==> config.mk <==
export PLATFORM = sky130hd
export DESIGN_NAME = drive_ramp_controller
export DESIGN_NICKNAME = d
export VERILOG_FILES = /design/src/rtl/drive_ramp_pkg.sv /design/src/rtl/ramp_tick_gen.sv /design/src/rtl/drive_ramp_controller.sv
export SDC_FILE = /design/constraint.sdc
export NUM_CORES = 1
export LEC_CHECK = 0
export CAP_MARGIN = 20
export CORE_ASPECT_RATIO = 1.2
export CORE_MARGIN = 10
export CORE_UTILIZATION = 50
export CTS_CLUSTER_SIZE = 14
export DETAILED_ROUTE_END_ITERATION = 10
export HOLD_SLACK_MARGIN = 0.12
export PLACE_DENSITY = 0.76
export REMOVE_ABC_BUFFERS = 1
export SETUP_SLACK_MARGIN = 0.1
export SLEW_MARGIN = 20
export SYNTH_ARGS = -nofsm -noshare
export SYNTH_HDL_FRONTEND = slang
export SYNTH_SLANG_ARGS = --single-unit
==> constraint.sdc <==
create_clock -name clk -period 16.7 [get_ports clk]
set_input_delay 1.67 -clock clk [delete_from_list [all_inputs] [get_ports clk]]
set_output_delay 1.67 -clock clk [all_outputs]
set_load 0.1 [all_outputs]
==> src/rtl/drive_ramp_pkg.sv <==
// rtl/drive_ramp_pkg.sv - shared types and constants for the drive ramp controller
// Purpose: channel/scheduler state encodings, dead-time counter width and
//          channel-index constants used by drive_ramp_controller.
// Ports:   none (package).
package drive_ramp_pkg;

    typedef enum logic [1:0] {
        CH_RUN   = 2'd0,
        CH_DRAIN = 2'd1,
        CH_DEAD  = 2'd2
    } ch_state_t;

    typedef enum logic [2:0] {
        S_IDLE  = 3'd0,
        S_SCAN0 = 3'd1,
        S_SCAN1 = 3'd2,
        S_SCAN2 = 3'd3,
        S_SCAN3 = 3'd4
    } sched_state_t;

    // Dead-time counter width for the default dead time; the top widens it
    // if instantiated with a longer dead time.
    localparam int DEADTIME_DEF = 5;
    localparam int DEAD_W       = $clog2(DEADTIME_DEF + 1);

    localparam logic [1:0] CH0 = 2'd0;
    localparam logic [1:0] CH1 = 2'd1;
    localparam logic [1:0] CH2 = 2'd2;
    localparam logic [1:0] CH3 = 2'd3;

endpackage

==> src/rtl/ramp_tick_gen.sv <==
// rtl/ramp_tick_gen.sv - ramp prescaler producing one tick per RAMP_DIV clocks
// Purpose: counts 0..RAMP_DIV-1 and flags the terminal count.
// Ports:   clk     - system clock
//          reset_n - asynchronous active-low reset
//          tick_o  - high for the one cycle the counter sits at RAMP_DIV-1
module ramp_tick_gen #(
    parameter int RAMP_DIV = 50000
) (
    input  logic clk,
    input  logic reset_n,
    output logic tick_o
);

    localparam int CW = (RAMP_DIV > 1) ? $clog2(RAMP_DIV) : 1;
    localparam logic [CW-1:0] TERM = CW'(RAMP_DIV - 1);

    logic [CW-1:0] cnt_q;
    logic [CW-1:0] cnt_d;

    assign tick_o = (cnt_q == TERM);

    always_comb begin
        cnt_d = cnt_q + 1'b1;
        if (tick_o) begin
            cnt_d = '0;
        end
    end

    always_ff @(posedge clk or negedge reset_n) begin
        if (!reset_n) begin
            cnt_q <= '0;
        end else begin
            cnt_q <= cnt_d;
        end
    end

endmodule

==> src/rtl/drive_ramp_controller.sv <==
// rtl/drive_ramp_controller.sv - slew-limited 4-channel brushed motor command sequencer
// Purpose: accepts per-channel magnitude/direction commands, ramps each channel
//          through one shared add/sub unit on a time-multiplexed scan, forces
//          reversals through zero plus a dead time, and applies obstacle-stop
//          (forward channels only) and e-stop.
// Ports:   clk, reset_n                      - clock, async active-low reset
//          cmd_valid/cmd_ready/cmd_ch/cmd_dir/cmd_mag - command handshake
//          estop                             - level emergency stop
//          sonar_valid/sonar_dist/stop_dist  - obstacle detection inputs
//          mag_out/dir_out                   - per-channel PWM magnitude/direction
//          busy                              - channel not settled on its target
//          obstacle_stop                     - obstacle latch
//          obstacle_events                   - saturating count of obstacle latch
//                                              rising edges (DRIVE_RAMP_EVENT_CNT_EN)
module drive_ramp_controller
    import drive_ramp_pkg::*;
#(
    parameter int NUM_CH   = 4,
    parameter int MAG_W    = 8,
    parameter int RAMP_DIV = 50000,
    parameter int STEP     = 4,
    parameter int DEADTIME = 5,
    parameter int DIST_W   = 16,
    parameter int HYST     = 32
) (
    input  logic                    clk,
    input  logic                    reset_n,
    input  logic                    cmd_valid,
    output logic                    cmd_ready,
    input  logic [1:0]              cmd_ch,
    input  logic                    cmd_dir,
    input  logic [MAG_W-1:0]        cmd_mag,
    input  logic                    estop,
    input  logic                    sonar_valid,
    input  logic [DIST_W-1:0]       sonar_dist,
    input  logic [DIST_W-1:0]       stop_dist,
    output logic [NUM_CH*MAG_W-1:0] mag_out,
    output logic [NUM_CH-1:0]       dir_out,
    output logic [NUM_CH-1:0]       busy,
`ifdef DRIVE_RAMP_EVENT_CNT_EN
    output logic [15:0]             obstacle_events,
`endif
    output logic                    obstacle_stop
);

    localparam int DW = ($clog2(DEADTIME + 1) > DEAD_W) ? $clog2(DEADTIME + 1) : DEAD_W;
    localparam logic [DW-1:0]    DEAD_INIT = DW'(DEADTIME);
    localparam logic [MAG_W:0]   STEP_X    = (MAG_W + 1)'(STEP);
    localparam logic [DIST_W:0]  HYST_X    = (DIST_W + 1)'(HYST);

    logic [MAG_W-1:0]  mag_q     [NUM_CH];
    logic [MAG_W-1:0]  tgt_mag_q [NUM_CH];
    logic [MAG_W-1:0]  eff       [NUM_CH];
    ch_state_t         st_q      [NUM_CH];
    logic [DW-1:0]     dead_q    [NUM_CH];
    logic [NUM_CH-1:0] dir_q;
    logic [NUM_CH-1:0] tgt_dir_q;
    logic              obs_q, obs_d;
    logic              rdy_q;
    logic              tick;
    sched_state_t      sched_q, sched_d;

    ramp_tick_gen #(.RAMP_DIV(RAMP_DIV)) u_tick (
        .clk     (clk),
        .reset_n (reset_n),
        .tick_o  (tick)
    );

    // ready is held low until the first clock after reset release
    assign cmd_ready = rdy_q & ~estop;

    // ---------------- scheduler FSM ----------------
    always_ff @(posedge clk or negedge reset_n) begin
        if (!reset_n) begin
            sched_q <= S_IDLE;
        end else begin
            sched_q <= sched_d;
        end
    end

    always_comb begin
        sched_d = sched_q;
        case (sched_q)
            S_IDLE:  if (tick) sched_d = S_SCAN0;
            S_SCAN0: sched_d = S_SCAN1;
            S_SCAN1: sched_d = S_SCAN2;
            S_SCAN2: sched_d = S_SCAN3;
            S_SCAN3: sched_d = S_IDLE;
            default: sched_d = S_IDLE;
        endcase
        if (estop) begin
            sched_d = S_IDLE;
        end
    end

    logic       scan_en;
    logic [1:0] idx;

    always_comb begin
        scan_en = 1'b1;
        idx     = CH0;
        case (sched_q)
            S_SCAN0: idx = CH0;
            S_SCAN1: idx = CH1;
            S_SCAN2: idx = CH2;
            S_SCAN3: idx = CH3;
            default: scan_en = 1'b0;
        endcase
    end

    // ---------------- effective targets and busy ----------------
    always_comb begin
        for (int k = 0; k < NUM_CH; k++) begin
            eff[k]  = (obs_q && tgt_dir_q[k]) ? '0 : tgt_mag_q[k];
            busy[k] = (st_q[k] != CH_RUN) || (mag_q[k] != eff[k]);
        end
    end

    // ---------------- shared per-channel update ----------------
    logic [MAG_W-1:0] cur_mag, cur_eff, new_mag;
    logic             cur_dir, cur_tdir, new_dir;
    ch_state_t        cur_st, new_st;
    logic [DW-1:0]    cur_dead, new_dead;
    logic             sub_sel;
    logic [MAG_W:0]   alu;

    always_comb begin
        cur_mag  = mag_q[idx];
        cur_eff  = eff[idx];
        cur_dir  = dir_q[idx];
        cur_tdir = tgt_dir_q[idx];
        cur_st   = st_q[idx];
        cur_dead = dead_q[idx];

        // one adder/subtractor, MAG_W+1 bits so carry/borrow is visible for saturation
        sub_sel = (cur_st != CH_RUN) || (cur_mag > cur_eff);
        alu     = sub_sel ? ({1'b0, cur_mag} - STEP_X) : ({1'b0, cur_mag} + STEP_X);

        new_mag  = cur_mag;
        new_dir  = cur_dir;
        new_st   = cur_st;
        new_dead = cur_dead;

        case (cur_st)
            CH_RUN: begin
                if (cur_tdir != cur_dir) begin
                    if (cur_mag != '0) begin
                        new_st = CH_DRAIN;
                    end else begin
                        new_st   = CH_DEAD;
                        new_dead = DEAD_INIT;
                    end
                end else if (cur_mag < cur_eff) begin
                    new_mag = (alu > {1'b0, cur_eff}) ? cur_eff : alu[MAG_W-1:0];
                end else if (cur_mag > cur_eff) begin
                    new_mag = (alu[MAG_W] || (alu[MAG_W-1:0] < cur_eff)) ? cur_eff : alu[MAG_W-1:0];
                end
            end
            CH_DRAIN: begin
                if (cur_tdir == cur_dir) begin
                    new_st = CH_RUN;
                end else begin
                    new_mag = alu[MAG_W] ? '0 : alu[MAG_W-1:0];
                    if (new_mag == '0) begin
                        new_st   = CH_DEAD;
                        new_dead = DEAD_INIT;
                    end
                end
            end
            CH_DEAD: begin
                new_mag = '0;
                if (cur_dead <= DW'(1)) begin
                    new_dead = '0;
                    new_dir  = ~cur_dir;
                    new_st   = CH_RUN;
                end else begin
                    new_dead = cur_dead - 1'b1;
                end
            end
            default: new_st = CH_RUN;
        endcase
    end

    // ---------------- obstacle latch ----------------
    logic [DIST_W:0] clr_thr;

    always_comb begin
        clr_thr = {1'b0, stop_dist} + HYST_X;
        obs_d   = obs_q;
        if (sonar_valid) begin
            if (sonar_dist < stop_dist) begin
                obs_d = 1'b1;
            end else if ({1'b0, sonar_dist} >= clr_thr) begin
                obs_d = 1'b0;
            end
        end
    end

    // ---------------- channel state ----------------
    always_ff @(posedge clk or negedge reset_n) begin
        if (!reset_n) begin
            for (int k = 0; k < NUM_CH; k++) begin
                mag_q[k]     <= '0;
                tgt_mag_q[k] <= '0;
                st_q[k]      <= CH_RUN;
                dead_q[k]    <= '0;
            end
            dir_q     <= '1;
            tgt_dir_q <= '1;
            obs_q     <= 1'b0;
            rdy_q     <= 1'b0;
        end else begin
            rdy_q <= 1'b1;
            obs_q <= obs_d;
            if (estop) begin
                for (int k = 0; k < NUM_CH; k++) begin
                    mag_q[k]     <= '0;
                    tgt_mag_q[k] <= '0;
                    st_q[k]      <= CH_RUN;
                end
            end else begin
                // the scan reads the pre-accept target, so a same-slot command waits a tick
                if (scan_en) begin
                    mag_q[idx]  <= new_mag;
                    dir_q[idx]  <= new_dir;
                    st_q[idx]   <= new_st;
                    dead_q[idx] <= new_dead;
                end
                if (cmd_valid && cmd_ready) begin
                    tgt_mag_q[cmd_ch] <= cmd_mag;
                    tgt_dir_q[cmd_ch] <= cmd_dir;
                end
            end
        end
    end

    for (genvar k = 0; k < NUM_CH; k++) begin : g_mag
        assign mag_out[k*MAG_W +: MAG_W] = mag_q[k];
    end

    assign dir_out       = dir_q;
    assign obstacle_stop = obs_q;

`ifdef DRIVE_RAMP_EVENT_CNT_EN
    logic [15:0] evt_q;

    always_ff @(posedge clk or negedge reset_n) begin
        if (!reset_n) begin
            evt_q <= '0;
        end else if (obs_d && !obs_q && (evt_q != 16'hFFFF)) begin
            evt_q <= evt_q + 16'd1;
        end
    end

    assign obstacle_events = evt_q;
`endif

endmodule

==> flow_summary.ini, run 1 <==
[outcome]
status = complete, no violations

[clock_tree]
cts_sinks = 113
cts_buffer_depth = 2
cts_tree = yes
ctsHoldBuffers = 0
clockRootBuffer = clkbuf_16
clk_pin_slew_ns = 0.05
cts_max_level = 4
clk_latency_ns = 0.42
cts_buffers = 17
cts_resized = 0
cts_setup_buffers = 0

[global_route]
antenna_found_initial = 0
grt_overflow = 0
grt_pass1_vias = 7630
track_usage = 0.232
grt_pass1_wl_mm = 40.7
grt_max_degree = 71

[worst_setup_path]
end_kind = register
crit_arrival_ns = 7.91
required_ns = 16.97
worst_setup_path_start_kind = register
crit_type = register to register
worstPathMaxFanout = 35

[power_and_ir_drop]
p_seq_frac = 0.343
clock_power_share = 0.482
p_int_w = 0.000621
power_leakage_nw = 4.14
switching_share = 0.271
combPwrFrac = 0.175
powerDensity_nw_per_um2 = 85.8
p_switching_w = 0.000231
irDropWorstVdd_v = 0.000105

[sta]
hold_viol = 0
fin_crit_ns = 7.63
clock_skew_ns = 0.00703
slew_headroom = 0.262
setup_viol = 0
tightest_slew_ns = 1.11
slew_viol_final = 0
setup_tns_ns = 0
period_share = 0.457
fmax_ghz = 0.131
rsz0062_at_grt = false

[floorplanning]
coreArea_um2 = 16200
die_x_um = 137
io_pins = 90
num_rows = 51
initial_core_util = 0.507
die_area_um2 = 22000
die_y_um = 160

[finish]
diodes = 0
finalCoreUtilization = 0.613
layout-drive-gt1-share = 0.0924
fin_nets = 1136
area_delta_synth_final_pct = 20.9
multiInputGateArea_um2 = 5130
nFillCells = 1416
seqCellArea_um2 = 2840

[placement]
port_buffers = 89
gp_congestion = 0.979
hpwlAfterDp_mm = 18.8

[detailed_routing]
dr.pass1.iters = 5
vias = 7777
wl_per_cell_um = 20.1
final_antenna_net_count = 0
drcViolationCount = 0
drt_iter0_markers = 707
wl_mm = 25.3
via_per_inst = 6.16

[min_path]
hold_class = register to register

[logic_synthesis]
seq_area_frac_synth = 0.345
ys.flop_type = dfrtp_1
synth_edf_count = 0
synthesis.instances = 959
ys_ff_latch = 113
synth.distinct_cells = 82
synth_area_um2 = 8220
async_flop_share = 1.00
yosysWarnings = 0
syn_area_per_cell_um2 = 8.58

[flow_run]
maxCapViolCount = 0
area by class of cell:
class | instances | area share
multi-input cells | 781 | 0.516
flip-flops and latches | 113 | 0.285
repair buffers | 95 | 0.0934
clock buffers | 23 | 0.0501
well taps | 212 | 0.0267
clock inverters | 9 | 0.0176
inverters | 29 | 0.0110
layer usage:
metal	wire, um	up-vias	GRT usage
met4	758	0	0.0940
met1	10500	3778	0.292
li1	-	3674	-
met2	12500	262	0.374
met5	0	-	0
met3	1580	63	0.0531
worst paths after layout:
check / from / endpoint / slack (ns) / cells after the start
worst min-delay path: u_tick.cnt_q[0] / u_tick.cnt_q[0] / 0.45 / 1
max in group asynchronous: reset_n / dead_q[5] / 14.16 / 2
worst max-delay path: sched_q[1] / mag_out[5] / 9.07 / 24
worst max register to register: sched_q[1] / mag_out[5] / 9.07 / 24
worst min register to register: u_tick.cnt_q[0] / u_tick.cnt_q[0] / 0.45 / 1
min in group asynchronous: reset_n / rdy_q / 1.27 / 1
cell families after synthesis:
group	share of synthesized area
other cells	0.000456
fa+ha+maj	0.0785
xor+xnor	0.0456
buf+inv	0.0323
flops	0.345
mux	0.0438
compound gates	0.227
simple gates	0.227
synthesized netlist by cell type, types with 5 or more instances:
library cell | n | area (um2)
a21oi_1 | 47 | 235
nand3_1 | 33 | 165
xor2_1 | 7 | 61.3
ha_1 | 50 | 626
nand2b_1 | 27 | 169
nor3_1 | 21 | 105
nand2_1 | 115 | 432
xnor2_1 | 34 | 298
nor2_1 | 98 | 368
a211oi_2 | 9 | 113
o31ai_1 | 13 | 97.6
mux2i_1 | 18 | 180
mux2_2 | 16 | 180
nand4_1 | 13 | 81.3
dfstp_2 | 8 | 210
o21ai_0 | 71 | 355
a22oi_1 | 19 | 143
nor2b_1 | 14 | 87.6
o211ai_1 | 9 | 67.6
a211oi_1 | 32 | 240
and2_1 | 8 | 50.1
a22o_1 | 5 | 43.8
dfrtp_1 | 105 | 2630
clkbuf_1 | 26 | 97.6
o21a_1 | 7 | 52.6
a21o_1 | 6 | 45.0
o21ai_1 | 8 | 40.0
nor4_1 | 6 | 37.5
or3_1 | 5 | 31.3
inv_1 | 27 | 101
nand3b_1 | 20 | 150
buf_2 | 5 | 25.0
per-stage QoR:
stage / total power (W) / worst slack (ns) / cells / cell area, um2 / hold WS (ns)
after floorplan: 0.000390 / 10.21 / 923 / 8070 / 0.433
after global placement: 0.000442 / 9.38 / 1229 / 9260 / 0.443
after detailed placement: 0.000443 / 9.23 / 1229 / 9260 / 0.450
after CTS: 0.000855 / 9.21 / 1261 / 9930 / 0.457
after global routing: 0.000885 / 8.34 / 1262 / 9940 / 0.497
final: 0.000853 / 9.07 / 1262 / 9940 / 0.455
placed cells by master (no fill, tap or decap), types with 14 or more instances in the layout:
master             n
nand2_1          115
dfrtp_1          105
nor2_1            98
clkdlybuf4s50_1   87
o21ai_0           71
ha_1              50
a21oi_1           47
xnor2_1           34
nand3_1           33
a211oi_1          32
nand2b_1          27
inv_1             27
nor3_1            21
nand3b_1          20
a22oi_1           19
mux2i_1           18
clkbuf_16         17
mux2_2            16
nor2b_1           14
state kept, by name, summed over array words and instances, names as in the netlist:
register and cells:
dead_q 12, dir_out 4, mag_out 32, obstacle_stop 1
rdy_q 1, sched_q 3, st_q 8, tgt_dir_q 4
tgt_mag_q 32, u_tick.cnt_q 16
power by group through the flow:
stage / clock network (W) / registers, W / logic (W)
after global routing: 0.000427 / 0.000293 / 0.000164
final: 0.000411 / 0.000292 / 0.000149
after floorplan: 0 / 0.000296 / 0.0000939
after detailed placement: 0 / 0.000296 / 0.000147
after CTS: 0.000415 / 0.000292 / 0.000148
after global placement: 0 / 0.000296 / 0.000146
critical path: stages (launching register included):
cell      delay, ns
dfrtp_1        0.79
or3b_1         0.70
nand2_2        0.21
a21oi_1        0.13
a222oi_1       0.36
a21boi_1       0.55
ha_1           0.25
nand2_1        0.06
o21ai_0        0.37
nor2_1         0.20
o21ai_0        0.57
ha_1           0.41
nor2b_1        0.17
o21a_1         0.17
or3_1          0.31
and2_1         0.21
ha_1           0.32
a21o_1         0.19
a21o_1         0.18
o21ai_0        0.27
a21o_1         0.20
and2_1         0.21
a211oi_2       0.10
a221oi_2       0.40
o21ai_0        0.14
Power figures use the tool's default switching activity.
==> run 2, diff against run 1 <==
--- a/config.mk
+++ b/config.mk
@@ -12,7 +12,7 @@
 export CTS_CLUSTER_SIZE = 14
 export DETAILED_ROUTE_END_ITERATION = 10
 export HOLD_SLACK_MARGIN = 0.12
-export PLACE_DENSITY = 0.76
+export PLACE_DENSITY = 0.79
 export REMOVE_ABC_BUFFERS = 1
 export SETUP_SLACK_MARGIN = 0.1
 export SLEW_MARGIN = 20
==> constraint.sdc (replaced) <==
create_clock -name clk -period 6.8 [get_ports clk]
set_input_delay 0.68 -clock clk [delete_from_list [all_inputs] [get_ports clk]]
set_output_delay 0.68 -clock clk [all_outputs]
set_load 0.1 [all_outputs]
==> flow_summary.ini, run 2 (synthesis results as in run 1) <==
[outcome]
status = complete, no violations

[detailed_routing]
drcViolationCount = 0
wl_mm = 24.9
vias = 7944
drt_iter0_markers = 870
final_antenna_net_count = 0
dr.pass1.iters = 7
wl_per_cell_um = 19.4
via_per_inst = 6.19

[sta]
clock_skew_ns = 0.0120
fin_hold_ws_ns = 0.191
period_share = 0.948
rsz0062_at_grt = true
setup_tns_ns = 0
slew_headroom = 0.295
tightest_slew_ns = 1.05
hold_viol = 0
setup_viol = 0
slew_viol_final = 0
fin_crit_ns = 6.45
fmax_ghz = 0.155

[floorplanning]
io_pins = 90
coreArea_um2 = 16200
initial_core_util = 0.507
die_y_um = 160
die_area_um2 = 22000
die_x_um = 137
num_rows = 51

[worst_setup_path]
r2r_end = mag_out[23]
critical-path-slowest-cell = or4_1
worst_setup_path_start_kind = register
required_ns = 7.13
crit_arrival_ns = 6.78
crit_type = register to register
end_kind = register
crit_family = compound AO/OA/AOI/OAI gates
slowest_delay_ns = 0.61
rrSetupSlack_ns = 0.35
path_buf_inv = 1
worstPathMaxFanout = 15
reg2reg_depth = 24
path_cells = or3b_4 -> nand2_2 -> a21oi_1 -> or4_1 -> ha_1 -> nor2b_1 -> o211ai_1 -> a21oi_1 -> nor2_1 -> o21ai_1 -> ha_1 -> nor2b_1 -> o21a_1 -> or3_1 -> and2_1 -> ha_1 -> a21o_1 -> a21o_1 -> o21ai_0 -> o31ai_2 -> buf_4 -> a2111oi_2 -> o32ai_2 -> a211oi_1
crit_path_start = sched_q[1]
path_common_cell = ha_1
r2r-start = sched_q[1]

[power_and_ir_drop]
powerDensity_nw_per_um2 = 205
combPwrFrac = 0.183
p_int_w = 0.00148
p_seq_frac = 0.346
p_switching_w = 0.000591
switching_share = 0.285
irDropWorstVdd_v = 0.000152
power_leakage_nw = 4.24
clock_power_share = 0.471

[placement]
gp_congestion = 0.968
hpwlAfterDp_mm = 18.6
dpl_cell_area_um2 = 9410
port_buffers = 89

[global_route]
grt_util_met3 = 0.0421
grt_pass1_wl_mm = 40.0
grt_max_degree = 84
grt_overflow = 0
grt_pass1_vias = 7504
use_met1 = 0.293
track_usage = 0.226
busiest_layer = met2
grt_use_met2 = 0.357
antenna_found_initial = 0

[clock_tree]
cts_tree = yes
cts_buffer_depth = 2
cts_buffers = 17
cts_sinks = 113
clk_latency_ns = 0.43
ctsHoldBuffers = 0
clk_pin_slew_ns = 0.06
clockRootBuffer = clkbuf_16
cts_max_level = 4

[finish]
layout_common_cells = nand2_1 (115), dfrtp_1 (104), nor2_1 (98)
fin_nets = 1157
area_delta_synth_final_pct = 23.0
final_common_cell = nand2_1
layout-drive-gt1-share = 0.120
diodes = 0
finalCoreUtilization = 0.624
fin_area_um2 = 10100

[min_path]
hold_class = input pin to asynchronous set/reset pin

[flow_run]
maxCapViolCount = 0
==> run 2: what timing repair did <==
action / in CTS / in global routing
resized for setup: 0 / 11
endpoints found under the setup margin: 0 / 32
buffers inserted: 0 / 2
==> run 2: metal layers <==
metal | vias to the layer above | wire (um)
met2 | 353 | 12000
met4 | 0 | 824
met5 | - | 0
li1 | 3700 | -
met1 | 3820 | 10400
met3 | 71 | 1630
==> run 2: worst max-delay path by stage <==
| stage | to | slack, ns | depth (start not counted) |
|---|---|---|---|
| after floorplan | mag_out[13] | 0.31 | 24 |
| after global routing | mag_out[23] | 0.05 | 24 |
| after CTS | mag_out[23] | 0.16 | 23 |
| final | mag_out[23] | 0.35 | 24 |
| after detailed placement | mag_out[23] | 0.16 | 23 |
| after global placement | mag_out[23] | 0.45 | 23 |
==> run 2: power groups by stage <==
stage | logic (W) | registers, W | clock network [W]
4_1_cts | 0.000367 | 0.000715 | 0.000980
6_report | 0.000380 | 0.000716 | 0.000976
3_3_place_gp | 0.000359 | 0.000727 | 0
3_5_place_dp | 0.000364 | 0.000727 | 0
2_1_floorplan | 0.000231 | 0.000728 | 0
5_1_grt | 0.000413 | 0.000718 | 0.00101
==> run 2: layout make-up <==
type	instances	area [um2]
repair buffers	116	1090
inverters	29	109
flip-flops and latches	113	2840
multi-input cells	781	5160
fillers	1361	6100
clock inverters	12	180
well taps	212	265
clock buffers	20	467
==> run 2: through the flow <==
step           total power (W)  setup slack, ns  instances
4_1_cts                0.00206            0.161       1281
2_1_floorplan         0.000958            0.306        923
6_report               0.00207            0.351       1283
3_5_place_dp           0.00109            0.156       1249
5_1_grt                0.00214           0.0510       1283
3_3_place_gp           0.00109            0.451       1249
